`src/rtl/tt_pkg.sv`:
```
// ============================================================================
// Module      : tt_pkg
// Description : Shared constants for the truth_table_lut block.
// Revision    : 1.0 - initial release
// ============================================================================
`default_nettype none

package tt_pkg;

    localparam logic [0:0] ST_IDLE  = 1'b0;
    localparam logic [0:0] ST_SWEEP = 1'b1;

    localparam int TT_HIT_W = 16;

    // f = (x3 & ~x2) | (~x3 & ~x1), x3 is the MSB of the row index
    localparam logic [7:0] TT_INIT_3X1 = 8'h35;

endpackage

`default_nettype wire

```
`src/rtl/tt_out_reg.sv`:
```
// ============================================================================
// Module      : tt_out_reg
// Description : One-deep valid/ready output register shared by lookup and sweep.
// Revision    : 1.0 - initial release
// ============================================================================
`default_nettype none

module tt_out_reg #(
    parameter int W = 5
) (
    input  logic         clk,
    input  logic         rst_n,
    input  logic         load_i,
    input  logic [W-1:0] data_i,
    output logic         can_load_o,
    output logic         valid_o,
    input  logic         ready_i,
    output logic [W-1:0] data_o
);

    logic         valid_q;
    logic [W-1:0] data_q;

    assign can_load_o = ~valid_q | ready_i;
    assign valid_o    = valid_q;
    assign data_o     = data_q;

    // Data only moves when a load is requested, so it stays stable under stall
    always_ff @(posedge clk or negedge rst_n) begin
        if (!rst_n) begin
            valid_q <= 1'b0;
            data_q  <= '0;
        end else if (can_load_o) begin
            valid_q <= load_i;
            if (load_i) begin
                data_q <= data_i;
            end
        end
    end

endmodule

`default_nettype wire

```
`src/rtl/truth_table_lut.sv`:
```
// ============================================================================
// Module      : truth_table_lut
// Description : Programmable N_IN x N_OUT truth table with registered valid/ready
//               output and a sweep mode. Optional hit counter: TT_HIT_COUNT_EN.
// Revision    : 1.0 - initial release
// ============================================================================
`default_nettype none

module truth_table_lut
    import tt_pkg::*;
#(
    parameter int                         N_IN  = 3,
    parameter int                         N_OUT = 1,
    parameter logic [(2**N_IN)*N_OUT-1:0] INIT  = {N_OUT{TT_INIT_3X1}}
) (
    input  logic                clk,
    input  logic                rst_n,
    input  logic                cfg_we,
    input  logic [N_IN-1:0]     cfg_addr,
    input  logic [N_OUT-1:0]    cfg_data,
    input  logic                in_valid,
    output logic                in_ready,
    input  logic [N_IN-1:0]     in_x,
    input  logic                sweep_start,
    output logic                sweep_busy,
    output logic                out_valid,
    input  logic                out_ready,
    output logic [N_OUT-1:0]    out_f,
    output logic [N_IN-1:0]     out_idx,
    output logic                out_last,
    output logic [TT_HIT_W-1:0] hit_cnt,
    input  logic                hit_clr
);

    localparam int              W          = N_OUT + N_IN + 1;
    localparam logic [N_IN-1:0] c_last_row = N_IN'((2**N_IN) - 1);

    logic [(2**N_IN)*N_OUT-1:0] tbl_q;
    logic [0:0]                 state_q, state_d;
    logic [N_IN-1:0]            cnt_q, cnt_d;

    logic            w_can_load;
    logic            w_load;
    logic [N_IN-1:0] w_row;
    logic            w_last;
    logic [W-1:0]    w_data;
    logic [W-1:0]    w_out_data;

    always_comb begin
        state_d = state_q;
        cnt_d   = cnt_q;
        w_load  = 1'b0;
        w_row   = in_x;
        w_last  = 1'b0;
        case (state_q)
            ST_IDLE: begin
                // sweep_start wins; in_ready is masked so the input is not lost
                if (sweep_start) begin
                    state_d = ST_SWEEP;
                    cnt_d   = '0;
                end else if (in_valid && w_can_load) begin
                    w_load = 1'b1;
                end
            end
            ST_SWEEP: begin
                if (w_can_load) begin
                    w_load = 1'b1;
                    w_row  = cnt_q;
                    w_last = (cnt_q == c_last_row);
                    if (w_last) begin
                        state_d = ST_IDLE;
                        cnt_d   = '0;
                    end else begin
                        cnt_d = cnt_q + N_IN'(1);
                    end
                end
            end
            default: begin
                state_d = ST_IDLE;
                cnt_d   = '0;
            end
        endcase
    end

    assign in_ready   = (state_q == ST_IDLE) && w_can_load && !sweep_start;
    assign sweep_busy = (state_q == ST_SWEEP);
    assign w_data     = {tbl_q[int'(w_row)*N_OUT +: N_OUT], w_row, w_last};

    always_ff @(posedge clk or negedge rst_n) begin
        if (!rst_n) begin
            state_q <= ST_IDLE;
            cnt_q   <= '0;
        end else begin
            state_q <= state_d;
            cnt_q   <= cnt_d;
        end
    end

    // Reads see tbl_q, so a same-cycle write to the looked-up row returns the old value
    always_ff @(posedge clk or negedge rst_n) begin
        if (!rst_n) begin
            tbl_q <= INIT;
        end else if (cfg_we) begin
            tbl_q[int'(cfg_addr)*N_OUT +: N_OUT] <= cfg_data;
        end
    end

    tt_out_reg #(
        .W (W)
    ) u_out_reg (
        .clk        (clk),
        .rst_n      (rst_n),
        .load_i     (w_load),
        .data_i     (w_data),
        .can_load_o (w_can_load),
        .valid_o    (out_valid),
        .ready_i    (out_ready),
        .data_o     (w_out_data)
    );

    assign {out_f, out_idx, out_last} = w_out_data;

`ifdef TT_HIT_COUNT_EN
    logic [TT_HIT_W-1:0] hit_cnt_q;

    always_ff @(posedge clk or negedge rst_n) begin
        if (!rst_n) begin
            hit_cnt_q <= '0;
        end else if (hit_clr) begin
            hit_cnt_q <= '0;
        end else if (out_valid && out_ready && out_f[0] && (hit_cnt_q != '1)) begin
            hit_cnt_q <= hit_cnt_q + TT_HIT_W'(1);
        end
    end

    assign hit_cnt = hit_cnt_q;
`else
    logic w_unused_hit_clr;

    assign w_unused_hit_clr = hit_clr;
    assign hit_cnt          = '0;
`endif

endmodule

`default_nettype wire

```
`config.mk`:
```
export PLATFORM = sky130hd
export DESIGN_NAME = truth_table_lut
export DESIGN_NICKNAME = d
export VERILOG_FILES = /design/src/rtl/tt_pkg.sv /design/src/rtl/tt_out_reg.sv /design/src/rtl/truth_table_lut.sv
export SDC_FILE = /design/constraint.sdc
export NUM_CORES = 1
export LEC_CHECK = 0
export ABC_CLOCK_PERIOD_IN_PS = 2680
export CORE_UTILIZATION = 51
export DETAILED_ROUTE_END_ITERATION = 7
export PLACE_DENSITY = 0.85
export SLEW_MARGIN = 10
export SYNTH_ARGS = -nofsm -noshare
export SYNTH_HDL_FRONTEND = slang
export SYNTH_HIERARCHICAL = 1
export SYNTH_SLANG_ARGS = --single-unit
```
`constraint.sdc`:
```
create_clock -name clk -period 2.68 [get_ports clk]
set_input_delay 0.402 -clock clk [delete_from_list [all_inputs] [get_ports clk]]
set_output_delay 0.402 -clock clk [all_outputs]
set_load 0.005 [all_outputs]
```
# Yosys cells after proc, flatten, opt, wreduce, memory -nomap -nowiden
# Index checks and enable logic that the tools add are counted.
# classes
n_mux	16
addsub	2
shift	3
bitwise	3
reduce_logical	6
eq_ne	3
# op_table
operator	count
$neg 3->33	1
$shift 1x33->8 const A	1
$shiftx 1x33->8	1
$mux 3	5
$bwmux 8	1
$shiftx 8x4->1	1
$mux 1	7
$pmux 3 s2	1
$pmux 1 s2	2
$reduce_and 2->1	2
$add 3x1->3 const B	1
$eq 3x3->1 const B	1
$logic_and 1x1->1	3
$ne 2x1->1 const B	1
$ne 2x2->1 const B	1
$not 1->1	2
$logic_not 1->1	1
$or 1x1->1	1
# totals
input_bits	14
ff_bits	18
wordCells	38
output_inout_bits	24

# Longest topological paths before layout
# logic_depth
word_depth	7
depth_mapped	7

# Modules after synthesis
# Netlist, hierarchy kept.
# by_module_without_submodules
module	n_inst	area_per_inst_um2	cells_each
truth_table_lut	1	1053.5	110
tt_out_reg	1	257.7	14

# Least setup slack after synthesis
# OpenSTA, ideal clock, no wires.
# synth_path
path_kind	input to register
from	in out_ready
to	reg u_out_reg.data_q[4], in the netlist u_out_reg/data_o[4]
setup_slack_ns	0.919
t_arrival_ns	1.636
setup_time_ns	0.125
stages	6
cell_sequence	nand2b_4 > and2_1 > or3_1 > a221oi_2 > a211oi_2 > mux2_4
# synth_via
word_cells_on_any_way	10
# synth_rtl
element	line_no	source
from (decl)	truth_table_lut.sv:27	input logic out_ready,
$or 1x1->1	tt_out_reg.sv:24	assign can_load_o = ~valid_q | ready_i;
$mux 3	truth_table_lut.sv:66	if (w_can_load) begin
$mux 3	truth_table_lut.sv:55	case (state_q)
$shiftx 8x4->1	truth_table_lut.sv:87	assign w_data = {tbl_q[int'(w_row)*N_OUT +: N_OUT], w_row, w_last};
named net w_data[4]	truth_table_lut.sv:46	logic [W-1:0] w_data;
to (signal assigned)	tt_out_reg.sv:36	data_q <= data_i;
to (decl)	tt_out_reg.sv:22	logic [W-1:0] data_q;
# The timed path passes the listed nets, and every way through them passes these cells.
# A chain may end at the register's enable or synchronous reset.

# Worst setup path in the final report
# layout_path
from	in cfg_addr[0]
to	reg tbl_q[0]
# layout_via
elab_chain_cells	3
word_cells_on_any_way	4
# layout_lines
element	line_no	source
from (decl)	truth_table_lut.sv:19	input logic [N_IN-1:0] cfg_addr,
$neg 3->33 *	truth_table_lut.sv:104	tbl_q[int'(cfg_addr)*N_OUT +: N_OUT] <= cfg_data;
$shiftx 1x33->8 / $shift 1x33->8 (equally long branches)	truth_table_lut.sv:104	
$bwmux 8 *	truth_table_lut.sv:104	
to (signal, indexed assignment)	truth_table_lut.sv:104	
to (decl)	truth_table_lut.sv:38	logic [(2**N_IN)*N_OUT-1:0] tbl_q;
# Every way passes the cells marked *; elsewhere a longest branch is shown, timed or not.

==> impl_metrics.csv <==
group,metric,value,unit
run_status,outcome,"completed",
timing,timing.hold.ws,502,ps
floorplanning,die_w,52.7,µm
timing,setup_slack,525,ps
detailed_routing,viasPerCell,5.24,
worst_setup_path,critPathCaptureType,"flop",
clocking,clkTransAtPathRegs,100,ps
placed_design,pre_cts_ws,212,ps
timing,max_freq,0.464,GHz
floorplanning,start_util,0.534,
job,maxCapViolCount,0,
worst_setup_path,required,2920,ps
hold_path,holdPathStages,1,
global_route,grtUsageTotal,0.187,
power,power_leakage,0.664,nW
power,p_clk_frac,0.143,
synthesis,synth_area,0.00131,mm²
synthesis,synthTopCellsByArea,"dfrtp_1 27%, mux2_1 9.4%, buf_4 9.2%",
worst_setup_path,path_delay_family,"buffers and inverters",
timing,post-route-period-util,0.804,
worst_setup_path,critPathLaunchType,"primary input",
clocking,cts_sinks,18,
clocking,root_buffer,"clkbuf_4",
clocking,post_cts_buffers,0,
final_layout,instances_no_fill,175,
timing,skew,6.37,ps
timing,final.setup.tns,0,ps
clocking,numCtsBuffers,3,
timing,fin_crit,2150,ps
final_layout,fill_cells,199,
synthesis,synthCells,124,
synthesis,synth_edf_count,0,
placed_design,gp_congestion,0.749,
clocking,clk_latency,310,ps
synthesis,seq_area_frac_synth,0.347,
worst_setup_path,r2r_start,"sweep_busy",
synthesis,ys_types,42,
timing,hold_violations,0,
synthesis,synth-seq-cells,18,
detailed_routing,drtAntennaViolNets,0,
floorplanning,design.core.area,0.00245,mm²
floorplanning,die_h,52.7,µm
detailed_routing,detail_route.wl_per_cell,12.8,µm
clocking,cts_hold_buf,0,
global_route,grt_overflow,0,
worst_setup_path,crit_path_frequent_cell,"ha_1",
worst_setup_path,r2r.worst_path.cells,5,
placed_design,placedCellCount,171,
worst_setup_path,criticalPathCategory,"primary input to flop",
synthesis,yosysTopAreaCell,"dfrtp_1",
worst_setup_path,rrSetupSlack,820,ps
synthesis,synth_top_area_share,0.267,
detailed_routing,detail_route.wirelength,2230,µm
detailed_routing,first_iter_violations,4,
power,p_int,0.803,mW
power,total_power,1.22,mW
timing,slew_headroom,0.465,
synthesis,ys.flop_type,"dfrtp_1",
synthesis,yosys_warnings,6,
detailed_routing,first_pass_iters,4,
power,cellPowerDensity,810,mW/mm²
global_route,grt_pass1_wl,3700,µm
final_layout,antennaDiodeCount,0,
worst_setup_path,cp_cell_sequence,"clkdlybuf4s50_1 -> inv_1 -> ha_1 -> ha_1 -> nor4b_1 -> nand3_1 -> mux2_1",
timing,tightest_slew,800,ps
hold_path,hp-start,"tbl_q[6]",
floorplanning,rows,18,
power,seqPwrFrac,0.397,
synthesis,syn_area_per_cell,10.6,µm²
final_layout,nets,165,
worst_setup_path,r2r-end,"u_out_reg/data_o[4]",
detailed_routing,post-route-drc-count,0,
power,p_switching,0.416,mW
clocking,ctsHtreeMaxLevel,1,
worst_setup_path,worstPathMaxFanout,8,
global_route,grt_max_degree,19,
clocking,cts_repair_resize_count,0,
worst_setup_path,path_buf_inv,2,
power,ir_worst_vdd,0.000456,V
placed_design,placed_cell_area,0.00147,mm²
final_layout,stdcell_area,0.00151,mm²
floorplanning,fp.dieArea,0.00278,mm²
timing,rsz0062_at_grt,"no",
final_layout,final_core_util,0.613,
floorplanning,io_pins,38,
final_layout,ff_latch_area,455,µm²
power,swShare,0.341,
clocking,ctsLongestPathBuffers,2,
final_layout,syn_to_final_growth,14.8,%
timing,report.final.slew_viol_count,0,
final_layout,multiInputGateArea,761,µm²
detailed_routing,vias,917,
global_route,grt_pass1_vias,832,
worst_setup_path,slowest_delay,550,ps
final_layout,drive_gt1_frac,0.152,
hold_path,hold_class,"flop to flop",
placed_design,io_buffers,20,
hold_path,worst_hold_path.endpoint,"tbl_q[6]",
global_route,antenna_found_initial,0,
placed_design,dp_hpwl,1690,µm
worst_setup_path,cpMaxStageDelayCell,"clkdlybuf4s50_1",
timing,setup_viol,0,
synthesis,ys_async_sr_fraction,1.00,
clocking,cts_tree,"yes",
worst_setup_path,cp_data_arrival_time,2390,ps
power,share_comb_of_total_power,0.459,
power groups by stage:
stage / registers, mW / logic, mW / clock network (mW)
2_1_floorplan: 0.459 / 0.424 / 0
3_3_place_gp: 0.479 / 0.539 / 0
3_5_place_dp: 0.489 / 0.565 / 0
4_1_cts: 0.485 / 0.567 / 0.180
5_1_grt: 0.502 / 0.624 / 0.189
6_report: 0.484 / 0.560 / 0.175
area by class of cell:
class	instances	area share
Multi-Input combinational cell	99	0.505
Sequential cell	18	0.303
Timing Repair Buffer	20	0.133
Tap cell	30	0.0249
Clock buffer	4	0.0241
Inverter	4	0.00998
sequential cells by signal, indices dropped and copies added (netlist names):
name and cells:
u_out_reg/valid_o 1, u_out_reg/data_o 5, tbl_q 8, sweep_busy 1, cnt_q 3
layer usage:
layer,global-route usage,routed length [µm],vias to the layer above
met5,0,0,-
met3,0.0261,74,5
met1,0.216,1030,435
met4,0.0921,52,0
met2,0.331,1080,23
li1,-,-,454
logic make-up after synthesis:
| group | share of synthesized area |
|---|---|
| flip-flops | 0.347 |
| buffers and inverters | 0.115 |
| other | 0.00286 |
| AND/OR/NAND/NOR | 0.240 |
| adder cells (fa/ha/maj) | 0.0477 |
| multiplexers | 0.159 |
| AO/OA/AOI/OAI | 0.0878 |
worst register-to-register path: stages (launching register included):
cell	delay [ps]
dfrtp_1	570
and2_1	270
or3_1	330
a221oi_2	260
a211oi_2	50
mux2_4	270
synthesized netlist by cell type (2+ instances only):
cell type   n
inv_1       4
nand3_1     3
o21ai_1     4
nor2b_1     3
nand3b_1    4
mux2_4      5
dfstp_2     4
buf_4      16
o21ai_0     2
nand2_1     7
nand2b_1    3
nor2_1      4
dfrtp_1    14
nor3b_1     6
and2_1      3
ha_1        5
o21a_1      2
mux2_1     11
layout by cell type, fill, tap and decap left out, types with 2 or more instances in the layout:
cell type / n
clkdlybuf4s50_1: 20
nor3b_1: 6
clkbuf_4: 3
conb_1: 16
o21a_1: 2
nand2_1: 7
mux2_4: 5
o21ai_1: 4
dfstp_2: 4
nor2_1: 4
inv_1: 4
o21ai_0: 2
nor2b_1: 3
mux2_1: 11
ha_1: 5
and2_1: 3
nand3b_1: 4
dfrtp_1: 14
nand2b_1: 3
nand3_1: 3
worst max path at each step:
stage | from | endpoint | slack (ps) | cells after the start
2_1_floorplan | out_ready | u_out_reg/data_o[4] | 920 | 6
3_3_place_gp | cfg_addr[0] | tbl_q[0] | 260 | 7
3_5_place_dp | cfg_addr[0] | tbl_q[0] | 210 | 7
4_1_cts | sweep_busy | in_ready | 540 | 3
5_1_grt | cfg_addr[0] | tbl_q[0] | 420 | 7
6_report | cfg_addr[0] | tbl_q[0] | 530 | 7
No activity file was read; power rests on OpenSTA's default activity.
